<file path="config.mk">
export PLATFORM = sky130hd
export DESIGN_NAME = word_fetch_buffer
export DESIGN_NICKNAME = d
export VERILOG_FILES = /design/src/rtl/word_fetch_buffer_pkg.sv /design/src/rtl/word_fetch_buffer_sent_buf_ram.sv /design/src/rtl/word_fetch_buffer.sv
export SDC_FILE = /design/constraint.sdc
export NUM_CORES = 1
export LEC_CHECK = 0
export ABC_CLOCK_PERIOD_IN_PS = 7650
export CORE_ASPECT_RATIO = 1.1
export CORE_MARGIN = 1
export CORE_UTILIZATION = 38
export CTS_BUF_LIST = sky130_fd_sc_hd__clkbuf_8 sky130_fd_sc_hd__clkbuf_16
export DETAILED_ROUTE_END_ITERATION = 7
export HOLD_SLACK_MARGIN = 0.15
export PLACE_DENSITY = 0.62
export SLEW_MARGIN = 20
export SYNTH_ARGS = -nofsm -noshare
export SYNTH_HDL_FRONTEND = slang
export SYNTH_SLANG_ARGS = --single-unit
</file>
<file path="constraint.sdc">
create_clock -name clk -period 7.65 [get_ports clk]
set_input_delay 1.1475 -clock clk [delete_from_list [all_inputs] [get_ports clk]]
set_output_delay 1.1475 -clock clk [all_outputs]
set_load 0.01 [all_outputs]
</file>
<file path="src/rtl/word_fetch_buffer_pkg.sv">
// Shared sizing constants, sentence terminator and FSM encoding for the
// word fetch buffer.
package word_fetch_buffer_pkg;

  localparam int WORD_NUM_BIT = 8;
  localparam int W_BIT        = 4;
  localparam int DEPTH        = 2 ** W_BIT;

  localparam logic [7:0] TERMINATOR = 8'hFF;

  typedef enum logic [1:0] {
    IDLE,
    ADDR,
    SAMPLE,
    DRAIN
  } fetch_state_e;

endpackage

</file>
<file path="src/rtl/word_fetch_buffer_sent_buf_ram.sv">
// Sentence storage: one synchronous write port, one asynchronous read port.
// Contents are not reset; the fetch FSM only reads entries it has written.
module sent_buf_ram #(
  parameter int WORD_NUM_BIT = 8,
  parameter int W_BIT        = 4,
  parameter int DEPTH        = 16
) (
  input  logic                    clk,
  input  logic                    we,
  input  logic [W_BIT-1:0]        waddr,
  input  logic [WORD_NUM_BIT-1:0] wdata,
  input  logic [W_BIT-1:0]        raddr,
  output logic [WORD_NUM_BIT-1:0] rdata
);

  logic [WORD_NUM_BIT-1:0] mem [DEPTH];

  always_ff @(posedge clk) begin
    if (we) begin
      mem[waddr] <= wdata;
    end
  end

  assign rdata = mem[raddr];

endmodule

</file>
<file path="src/rtl/word_fetch_buffer.sv">
// Fetches a sentence of word IDs from the upstream lookup into a local
// buffer, then streams it to the Viterbi core with a valid/ready handshake.
module word_fetch_buffer #(
  parameter int WORD_NUM_BIT = word_fetch_buffer_pkg::WORD_NUM_BIT,
  parameter int W_BIT        = word_fetch_buffer_pkg::W_BIT,
  parameter int DEPTH        = word_fetch_buffer_pkg::DEPTH
) (
  input  logic                    clk,
  input  logic                    rst_n,
  input  logic                    start,
  output logic [W_BIT-1:0]        word_addr,
  input  logic [WORD_NUM_BIT-1:0] word_in,
  input  logic                    endline_in,
  input  logic                    error_in,
  output logic                    busy,
  output logic                    out_valid,
  input  logic                    out_ready,
  output logic [WORD_NUM_BIT-1:0] out_word,
  output logic [W_BIT-1:0]        out_pos,
  output logic                    out_last,
  output logic [W_BIT:0]          sent_len,
  output logic                    done,
  output logic                    err_flag,
  output logic                    ovf_flag
);

  import word_fetch_buffer_pkg::*;

  localparam logic [W_BIT:0]   FULL_LEN = (W_BIT + 1)'(DEPTH);
  localparam logic [W_BIT:0]   ONE_LEN  = (W_BIT + 1)'(1);
  localparam logic [W_BIT-1:0] ONE_PTR  = W_BIT'(1);

  fetch_state_e            state;
  logic [W_BIT-1:0]        wr_ptr;
  logic [W_BIT-1:0]        rd_ptr;
  logic [WORD_NUM_BIT-1:0] rd_data;
  logic                    wr_en;
  logic                    handshake;
  logic                    at_last;

  // A word is stored only when the sampled lookup is neither a terminator
  // nor an error; endline wins over error when both are raised.
  assign wr_en     = (state == SAMPLE) && !endline_in && !error_in;
  assign handshake = out_valid && out_ready;
  assign at_last   = ({1'b0, rd_ptr} == (sent_len - ONE_LEN));

  sent_buf_ram #(
    .WORD_NUM_BIT (WORD_NUM_BIT),
    .W_BIT        (W_BIT),
    .DEPTH        (DEPTH)
  ) u_sent_buf_ram (
    .clk   (clk),
    .we    (wr_en),
    .waddr (wr_ptr),
    .wdata (word_in),
    .raddr (rd_ptr),
    .rdata (rd_data)
  );

  // Stream outputs come straight from registers and the buffer read port, so
  // they cannot move during a stall; gating keeps them at zero outside DRAIN.
  assign word_addr = wr_ptr;
  assign busy      = (state != IDLE);
  assign out_word  = out_valid ? rd_data : '0;
  assign out_pos   = out_valid ? rd_ptr : '0;
  assign out_last  = out_valid && at_last;

  always_ff @(posedge clk or negedge rst_n) begin
    if (!rst_n) begin
      state     <= IDLE;
      wr_ptr    <= '0;
      rd_ptr    <= '0;
      sent_len  <= '0;
      out_valid <= 1'b0;
      done      <= 1'b0;
      err_flag  <= 1'b0;
      ovf_flag  <= 1'b0;
    end else begin
      done <= 1'b0;
      case (state)
        IDLE: begin
          if (start) begin
            state    <= ADDR;
            wr_ptr   <= '0;
            rd_ptr   <= '0;
            sent_len <= '0;
            err_flag <= 1'b0;
            ovf_flag <= 1'b0;
          end
        end

        ADDR: begin
          state <= SAMPLE;
        end

        SAMPLE: begin
          if (endline_in) begin
            if (sent_len == '0) begin
              done  <= 1'b1;
              state <= IDLE;
            end else begin
              out_valid <= 1'b1;
              state     <= DRAIN;
            end
          end else if (error_in) begin
            err_flag <= 1'b1;
            sent_len <= '0;
            done     <= 1'b1;
            state    <= IDLE;
          end else begin
            sent_len <= sent_len + ONE_LEN;
            // The write pointer parks on the last entry when the buffer fills.
            if (sent_len == (FULL_LEN - ONE_LEN)) begin
              ovf_flag  <= 1'b1;
              out_valid <= 1'b1;
              state     <= DRAIN;
            end else begin
              wr_ptr <= wr_ptr + ONE_PTR;
              state  <= ADDR;
            end
          end
        end

        DRAIN: begin
          if (handshake) begin
            if (at_last) begin
              out_valid <= 1'b0;
              done      <= 1'b1;
              state     <= IDLE;
            end else begin
              rd_ptr <= rd_ptr + ONE_PTR;
            end
          end
        end

        default: begin
          state <= IDLE;
        end
      endcase
    end
  end

endmodule

</file>
==> flow_metrics.env, run 1 <==
export IMPL_yosys_warnings=0
export IMPL_wl_per_cell_um=21.9
export IMPL_fin_crit_sh_pct=56.6
export IMPL_startpoint_type="flop"
export IMPL_rsz0062_at_grt="false"
export IMPL_nets=430
export IMPL_dieArea_um2=16900
export IMPL_n_antenna_cell=0
export IMPL_period_needed_ps=4330
export IMPL_arrival_ps=3180
export IMPL_final_hold_viol_count=0
export IMPL_max_stage_delay_ps=630
export IMPL_synth_top_area_cell="edfxtp_1"
export IMPL_area_growth_pct=19.7
export IMPL_seqPwrFrac_pct=41.6
export IMPL_antenna_found_initial=0
export IMPL_path_clk_slew_ps=60
export IMPL_layout_setup_ws_ps=3320
export IMPL_crit_path_end_kind="output port"
export IMPL_design_area_um2=7470
export IMPL_power_switching_mw=0.655
export IMPL_combPwrFrac_pct=24.7
export IMPL_grt_pass1_vias=3523
export IMPL_first_iter_violations=335
export IMPL_timing_critical_path_cells="buf_4 > mux4_1 > mux4_2 > and2_1 > clkdlybuf4s50_1"
export IMPL_die_w_um=124
export IMPL_placementRows=48
export IMPL_core_area_um2=15900
export IMPL_cts_buffers_inserted=17
export IMPL_crit_path_top_delay_cell="mux4_1"
export IMPL_htreeDepth=4
export IMPL_fillers=1379
export IMPL_grt_pass1_wl_um=20900
export IMPL_postCtsSetupBuffers=0
export IMPL_power_leakage_nw=2.54
export IMPL_crit_fanout=35
export IMPL_synth_cell_types=44
export IMPL_start_util_pct=39.4
export IMPL_clockBufferDepth=2
export IMPL_placed_cell_area_um2=6900
export IMPL_hpwl_um=8400
export IMPL_synth_edf_count=128
export IMPL_avgSynthCellArea_um2=17.4
export IMPL_cts_num_sinks=147
export IMPL_slew_viol_final=0
export IMPL_syn_area_um2=6240
export IMPL_critical_path_class="flop to output port"
export IMPL_clkPwrFrac_pct=33.7
export IMPL_fmax_ghz=0.231
export IMPL_cts_tree="yes"
export IMPL_hold_class="flop to flop"
export IMPL_io_pins=41
export IMPL_swShare_pct=27.8
export IMPL_synth_seq_area_share_pct=69.2
export IMPL_irDropWorstVdd_mv=0.335
export IMPL_outcome="completed"
export IMPL_wirelength_um=13600
export IMPL_finalSetupViolCount=0
export IMPL_ant_nets=0
export IMPL_fp_dieH_um=136
export IMPL_gp_congestion=0.781
export IMPL_synth_top_cells_by_area="edfxtp_1 (62%), mux4_2 (14%), dfrtp_1 (7.6%), ha_1 (1.6%), and2_1 (1.2%)"
export IMPL_clock_latency_ps=420
export IMPL_slew_headroom_pct=26.0
export IMPL_maxCapViolCount=0
export IMPL_worst_pin_slew_ps=1110
export IMPL_cts_hold_buf=0
export IMPL_p_int_mw=1.70
export IMPL_tns_ps=0
export IMPL_synth_nets=380
export IMPL_vias_per_cell=5.47
export IMPL_powerDensity_nw_per_um2=315
export IMPL_synth_top_area_share_pct=61.6
export IMPL_synth_ff_latch_count=147
export IMPL_drc_errors=0
export IMPL_vias=3396
export IMPL_synthesis_instances=358
export IMPL_fin_skew_ps=9.16
export IMPL_drive_gt1_share_pct=21.9
export IMPL_grt_max_degree=36
export IMPL_grt_usage_pct=17.8
export IMPL_ys_flop_type="edfxtp_1"
export IMPL_cp_data_required_time_ps=6500
export IMPL_dpl_worst_slack_ps=3720
export IMPL_cts_resized=0
export IMPL_port_buffers=40
export IMPL_gr_total_overflow=0
export IMPL_async_flop_share_pct=12.9
export IMPL_cts_root_buffer="clkbuf_16"
export IMPL_drtPass1Iterations=4
synthesized netlist by cell type (2+ instances only):
cell type  instances
dfrtp_1           19
inv_1             15
nor4_1             4
edfxtp_1         128
mux2i_1            2
clkbuf_1          13
buf_6              3
buf_2              2
nand3_1            3
mux4_1             2
and3_1             8
ha_1               8
nor3_1             6
o21ai_0           11
nor2_1            16
a21oi_1            5
nand4_1            2
a31oi_1            4
xnor2_1            3
o22ai_1            2
and2_1            12
mux4_2            38
nand2_1           19
nand2b_1           5
xor2_1             4
or2_2              5
nor3b_1            2
registers in the layout, summed over array words and instances, names as in the netlist:
signal              flops
word_addr               4
sent_len                5
rd_ptr                  4
done                    1
state                   2
out_valid               1
err_flag                1
u_sent_buf_ram.mem    128
ovf_flag                1
through the flow:
stage / total power, mW / utilization, % / instances / hold WS [ps]
after floorplan: 1.39 / - / 358 / 529
after global placement: 1.57 / 43.5 / 589 / 504
after detailed placement: 1.58 / 43.5 / 589 / 519
after CTS: 2.37 / 47.1 / 621 / 535
after global routing: 2.47 / 47.1 / 621 / 562
final: 2.36 / 47.1 / 621 / 532
worst max-delay path, delay by kind of cell (launching register included):
kind / cells / cell delay, ps
muxes: 2 / 1100
buffers and inverters: 2 / 1040
DFF: 1 / 420
and+or+nand+nor: 1 / 190
final cells by class:
type                    instances  area [um^2]  area share, %
inverters                      15         56.3          0.754
flip-flops and latches        147         4320           57.8
clock inverters                15          141           1.89
multi-input cells             177         1800           24.1
well taps                     200          250           3.35
clock buffers                  17          425           5.70
repair buffers                 50          475           6.37
metal layers:
| layer | vias up | share of wire (%) | track usage [%] |
|---|---|---|---|
| met5 | - | 0 | 0 |
| met4 | 0 | 0.98 | 5.62 |
| met3 | 11 | 5.8 | 5.20 |
| met2 | 95 | 51 | 29.1 |
| met1 | 1778 | 42 | 22.7 |
| li1 | 1512 | - | - |
cells by family after synthesis:
| logic type | count (synthesis) | synth area share (%) |
|---|---|---|
| DFF | 147 | 69.2 |
| and+or+nand+nor | 85 | 7.04 |
| muxes | 43 | 15.1 |
| AOI/OAI and AO/OA | 34 | 3.67 |
| buffers and inverters | 34 | 2.45 |
| adders and majority gates | 8 | 1.60 |
| xor gates and xnor gates | 7 | 0.982 |
cell usage in the layout, fill, tap and decap left out, drive strengths merged, types with 5 or more instances in the layout:
cell type | synthesis | final
and3 | 8 | 8
dfrtp | 19 | 19
nor2 | 16 | 16
clkbuf | 13 | 17
buf | 6 | 10
mux4 | 40 | 40
clkdlybuf4s50 | 0 | 40
nor3 | 6 | 6
nand2b | 5 | 5
a21oi | 5 | 5
inv | 15 | 22
and2 | 12 | 12
edfxtp | 128 | 128
o21ai | 12 | 12
nand2 | 19 | 19
ha | 8 | 8
or2 | 5 | 5
path summary, 6_finish.rpt:
check,endpoint,startpoint,cells past startpoint,slack [ps]
min in group asynchronous,sent_len[1]$_DFFE_PN0P_,rst_n,1,1260
max in group asynchronous,rd_ptr[0]$_DFFE_PN0P_,rst_n,1,5760
min reg2reg,ovf_flag$_DFFE_PN0P_,ovf_flag$_DFFE_PN0P_,2,530
max,out_word[2],rd_ptr[0]$_DFFE_PN0P_,5,3320
min,ovf_flag$_DFFE_PN0P_,ovf_flag$_DFFE_PN0P_,2,530
max reg2reg,u_sent_buf_ram.mem[14][4]$_DFFE_PP_,state[0]$_DFFE_PN0P_,5,4750
power by group through the flow:
| stage | Combinational (mW) | Sequential (mW) | Clock [mW] |
|---|---|---|---|
| 6_report | 0.582 | 0.980 | 0.795 |
| 5_1_grt | 0.643 | 0.990 | 0.841 |
| 4_1_cts | 0.591 | 0.980 | 0.803 |
| 3_5_place_dp | 0.587 | 0.996 | 0 |
| 3_3_place_gp | 0.580 | 0.993 | 0 |
| 2_1_floorplan | 0.431 | 0.955 | 0 |
(Power assumes the default switching activity.)
==> inputs of run 2 (changes only) <==
- ABC_CLOCK_PERIOD_IN_PS: 7650 -> 4400
- clock period: 7.65 -> 4.4 ns (I/O delays scaled with it)
==> run 2 against run 1 <==
- final area increased by 1.1%
- combinational power grew 70%
- via count shrank 1.7%
- sequential power grew 76%
- wire length is 1.0% lower
- global-route usage shrank 0.31 points
- count of clock-buffer cells in the layout did not move
- power rose by 79%
- cell count grew 0.64%
- largest cell class unchanged
- flip-flop and latch count stayed put
- sequential share of layout area down 0.64 points
==> flow_metrics.env, run 2 (synthesis gave the netlist of run 1 again) <==
export IMPL_grt_max_degree=38
export IMPL_worst_pin_slew_ps=880
export IMPL_rrSetupSlack_ps=1840
export IMPL_area_growth_pct=21.0
export IMPL_critical_path_class="flop to output port"
export IMPL_timing_critical_path_cells="buf_12 > mux4_1 > mux4_2 > and2_1 > clkdlybuf4s50_1"
export IMPL_critPathLaunch="rd_ptr[0]$_DFFE_PN0P_"
export IMPL_drtPass1Iterations=5
export IMPL_cts_tree="yes"
export IMPL_cp_depth=5
export IMPL_final_hold_viol_count=0
export IMPL_crit_path_end_kind="output port"
export IMPL_cts_num_sinks=147
export IMPL_power_leakage_nw=2.58
export IMPL_dieArea_um2=16900
export IMPL_startpoint_type="flop"
export IMPL_powerDensity_nw_per_um2=558
export IMPL_cp_data_required_time_ps=3740
export IMPL_die_w_um=124
export IMPL_outcome="completed"
export IMPL_fin_crit_sh_pct=84.8
export IMPL_finalSetupViolCount=0
export IMPL_drive_gt1_share_pct=22.6
export IMPL_cts_hold_buf=0
export IMPL_period_needed_ps=3730
export IMPL_cp_num_buf_inv=2
export IMPL_vias_per_cell=5.34
export IMPL_hold_start="err_flag$_DFFE_PN0P_"
export IMPL_max_stage_delay_ps=650
export IMPL_largest_register="u_sent_buf_ram.mem"
export IMPL_crit_path_end="out_word[2]"
export IMPL_clockBufferDepth=2
export IMPL_placementRows=48
export IMPL_io_pins=41
export IMPL_whs_ps=526
export IMPL_crit_path_top_delay_cell="dfrtp_2"
export IMPL_crit_family="multiplexers"
export IMPL_gp_congestion=0.802
export IMPL_port_buffers=40
export IMPL_wirelength_um=13400
export IMPL_first_iter_violations=231
export IMPL_arrival_ps=3070
export IMPL_postCtsSetupBuffers=0
export IMPL_fin_skew_ps=7.18
export IMPL_drc_errors=0
export IMPL_ant_nets=0
export IMPL_tns_ps=0
export IMPL_reg_top3="u_sent_buf_ram.mem: 128 flops, sent_len: 5 flops"
export IMPL_reg2reg_to="u_sent_buf_ram.mem[9][0]$_DFFE_PP_"
export IMPL_slew_viol_final=0
export IMPL_final_cell_mix="edfxtp_1 (128), clkdlybuf4s50_1 (40), mux4_2 (38)"
export IMPL_htreeDepth=4
export IMPL_worstRegToRegCells=5
export IMPL_grt_pass1_wl_um=20300
export IMPL_fmax_ghz=0.268
export IMPL_worstReg2RegStart="state[0]$_DFFE_PN0P_"
export IMPL_vias=3338
export IMPL_gr_total_overflow=0
export IMPL_rsz0062_at_grt="false"
export IMPL_cts_root_buffer="clkbuf_16"
export IMPL_hold_class="flop to flop"
export IMPL_hpwl_um=8330
export IMPL_crit_fanout=24
export IMPL_nets=434
export IMPL_clock_latency_ps=420
export IMPL_largest_register_ffs=128
export IMPL_irDropWorstVdd_mv=0.324
export IMPL_final_common_cell="edfxtp_1"
export IMPL_fp_dieH_um=136
export IMPL_slew_headroom_pct=41.1
export IMPL_antenna_found_initial=0
export IMPL_grt_pass1_vias=3390
export IMPL_path_clk_slew_ps=60
export IMPL_wl_per_cell_um=21.5
export IMPL_core_area_um2=15900
export IMPL_cts_buffers_inserted=17
export IMPL_grt_usage_pct=17.5
export IMPL_maxCapViolCount=0
export IMPL_n_antenna_cell=0
export IMPL_start_util_pct=39.4
export IMPL_cts_resized=0
-- run 2: area by class of cell --
class                           instances  area [um^2]
Clock inverter                         15          188
Timing Repair Buffer                   54          518
Clock buffer                           17          425
Sequential cell                       147         4320
Multi-Input combinational cell        177         1790
Tap cell                              200          250
Inverter                               15         56.3
Fill cell                            1368         8300
-- run 2: routing by layer --
| metal | part of all wire [%] | up-vias | track usage, % |
|---|---|---|---|
| met5 | 0 | - | 0 |
| li1 | - | 1516 | - |
| met3 | 4.8 | 17 | 4.03 |
| met4 | 1.3 | 0 | 6.15 |
| met2 | 51 | 94 | 28.8 |
| met1 | 43 | 1711 | 22.6 |
-- run 2: how the worst min path moves through the flow --
stage	cells after the start	to	slack (ps)
2_1_floorplan	0	done$_DFF_PN0_	360
3_3_place_gp	2	ovf_flag$_DFFE_PN0P_	500
3_5_place_dp	2	err_flag$_DFFE_PN0P_	510
4_1_cts	2	err_flag$_DFFE_PN0P_	520
5_1_grt	2	ovf_flag$_DFFE_PN0P_	570
6_report	2	err_flag$_DFFE_PN0P_	530
-- run 2: worst min-delay path, cell delays in order (launching register included) --
cell	delay (ps)
dfrtp_1	360
o21ai_0	90
nand2_1	50
-- run 2: metrics by stage --
stage	cell area (um^2)	total power [mW]	cells	setup WS (ps)	utilization (%)
final	7550	4.21	625	667	47.6
after global routing	7550	4.40	625	504	47.6
after CTS	7550	4.25	625	604	47.6
after detailed placement	6940	2.75	593	1070	43.8
after global placement	6940	2.74	593	1080	43.8
after floorplan	6240	2.41	358	1780	-
-- run 2: where the power goes --
group	internal (mW)	leakage (nW)	switching [mW]
clock	0.942	0.296	0.556
combinational	0.560	0.887	0.430
sequential	1.58	1.40	0.145
total	3.08	2.58	1.13
==> inputs of run 3 (changes only) <==
- ABC_CLOCK_PERIOD_IN_PS: 4400 -> 3400
- PLACE_DENSITY: 0.62 -> 0.64
- clock period: 4.4 -> 3.4 ns (I/O delays scaled with it)
==> run 3 against run 2 <==
- critical path depth is the same
- via count is 4.8% higher
- critical endpoint is now out_word[6]
- wire length up 2.3%
- sequential power rose by 28%
- highest routed layer unchanged
- combinational power is 55% higher
- global-route usage is 0.21 points lower
- count of clock-buffer cells in the layout is the same
- utilization up 1.1 points
- clock skew fell by 3.1 ps
- clock power up 18%
- final area up 2.3%
- sequential share of layout area decreased by 1.2 points
==> flow_metrics.env, run 3 (synthesis gave the netlist of run 1 again) <==
export IMPL_worstReg2RegStart="state[0]$_DFFE_PN0P_"
export IMPL_placed_cell_area_um2=7020
export IMPL_drc_errors=0
export IMPL_critical_path_class="flop to output port"
export IMPL_cp_data_required_time_ps=2890
export IMPL_grt_max_degree=38
export IMPL_slew_headroom_pct=40.5
export IMPL_n_antenna_cell=0
export IMPL_cts_root_buffer="clkbuf_16"
export IMPL_gr_total_overflow=0
export IMPL_drtPass1Iterations=5
export IMPL_cts_buffers_inserted=17
export IMPL_fin_crit_sh_pct=97.7
export IMPL_rsz0062_at_grt="false"
export IMPL_fmax_ghz=0.301
export IMPL_finalSetupViolCount=0
export IMPL_fp_dieH_um=136
export IMPL_outcome="completed"
export IMPL_slew_viol_final=0
export IMPL_met3_length_um=1030
export IMPL_hold_start="ovf_flag$_DFFE_PN0P_"
export IMPL_met1_length_um=5820
export IMPL_final_cell_mix="edfxtp_1 (128), mux4_2 (38), clkdlybuf4s50_1 (36)"
export IMPL_whs_ps=522
export IMPL_clock_latency_ps=420
export IMPL_grt_usage_pct=17.3
export IMPL_maxCapViolCount=0
export IMPL_area_growth_pct=23.8
export IMPL_final_common_cell="edfxtp_1"
export IMPL_vias=3498
export IMPL_drive_gt1_share_pct=24.9
export IMPL_period_needed_ps=3320
export IMPL_startpoint_type="flop"
export IMPL_power_leakage_nw=2.71
export IMPL_die_w_um=124
export IMPL_grt_pass1_vias=3477
export IMPL_dpl_worst_slack_ps=426
export IMPL_reg_top3="u_sent_buf_ram.mem: 128 flops, sent_len: 5 flops"
export IMPL_wl_per_cell_um=21.4
export IMPL_layout_setup_ws_ps=76.6
export IMPL_clockBufferDepth=2
export IMPL_grt_pass1_wl_um=20500
export IMPL_io_pins=41
export IMPL_start_util_pct=39.4
export IMPL_critPathLaunch="rd_ptr[0]$_DFFE_PN0P_"
export IMPL_vias_per_cell=5.45
export IMPL_htreeDepth=4
export IMPL_fin_skew_ps=4.11
export IMPL_irDropWorstVdd_mv=0.527
export IMPL_core_area_um2=15900
export IMPL_largest_register_ffs=128
export IMPL_design_area_um2=7720
export IMPL_nets=451
export IMPL_arrival_ps=2810
export IMPL_wl_met2_um=6750
export IMPL_first_iter_violations=373
export IMPL_crit_fanout=7
export IMPL_path_clk_slew_ps=60
export IMPL_fin_util_pct=48.7
export IMPL_hpwl_um=8130
export IMPL_final_hold_viol_count=0
export IMPL_gp_congestion=0.801
export IMPL_largest_register="u_sent_buf_ram.mem"
export IMPL_powerDensity_nw_per_um2=713
export IMPL_antenna_found_initial=1
export IMPL_tns_ps=0
export IMPL_cts_num_sinks=147
export IMPL_placementRows=48
export IMPL_worst_pin_slew_ps=889
export IMPL_crit_path_end_kind="output port"
export IMPL_cts_tree="yes"
export IMPL_wirelength_um=13700
export IMPL_ant_nets=0
export IMPL_hold_class="flop to flop"
export IMPL_top_layer="met4"
export IMPL_port_buffers=40
export IMPL_cts_hold_buf=0
export IMPL_dieArea_um2=16900
-- run 3: changes by cell type in the layout (fill, tap and decap cells not counted), moves of 3 or more --
cell | previous run | this run
buf_4 | 13 | 24
clkbuf_16 | 17 | 20
clkdlybuf4s50_1 | 40 | 36
dlymetal6s2s_1 | 0 | 4
-- run 3: power by group --
group | switching, mW | leakage [nW] | internal, mW
clock network | 0.704 | 0.277 | 1.07
registers | 0.154 | 1.40 | 2.05
logic | 0.668 | 1.04 | 0.863
-- run 3: final cells by class --
type,instances,area [um^2]
inverters,15,56.3
clock buffers,17,425
multi-input cells,177,1790
repair buffers,71,738
flip-flops and latches,147,4320
fillers,1305,8130
well taps,200,250
clock inverters,15,138
-- run 3: metal layers --
metal | track usage (%) | vias to the layer above
met5 | 0 | -
met4 | 4.37 | 0
met3 | 5.37 | 12
met2 | 27.3 | 140
met1 | 23.1 | 1793
li1 | - | 1553
-- run 3: final timing paths --
path,slack (ps),cells past startpoint,end
min reg2reg,520,2,ovf_flag$_DFFE_PN0P_
min,520,2,ovf_flag$_DFFE_PN0P_
max,80,5,out_word[6]
min in group asynchronous,600,1,word_addr[0]$_DFFE_PN0P_
max in group asynchronous,2150,1,rd_ptr[0]$_DFFE_PN0P_
max reg2reg,870,5,u_sent_buf_ram.mem[8][4]$_DFFE_PP_
-- run 3: worst max-delay path, cell delays in order, from the launching register on --
cell	delay [ps]
dfrtp_4	550
clkbuf_16	190
mux4_2	490
mux4_2	470
and2_1	200
clkdlybuf4s50_1	490
-- run 3: metrics by stage --
step | power (mW) | instances
2_1_floorplan | 3.12 | 358
3_3_place_gp | 3.57 | 602
3_5_place_dp | 3.60 | 602
4_1_cts | 5.43 | 635
5_1_grt | 5.77 | 642
6_report | 5.51 | 642
-- run 3: timing repair --
item	CTS	global route
cloned	1	3
endpoints found under the setup margin	4	6
buffers inserted	0	4
pin swaps	0	0
resized for setup	1	5
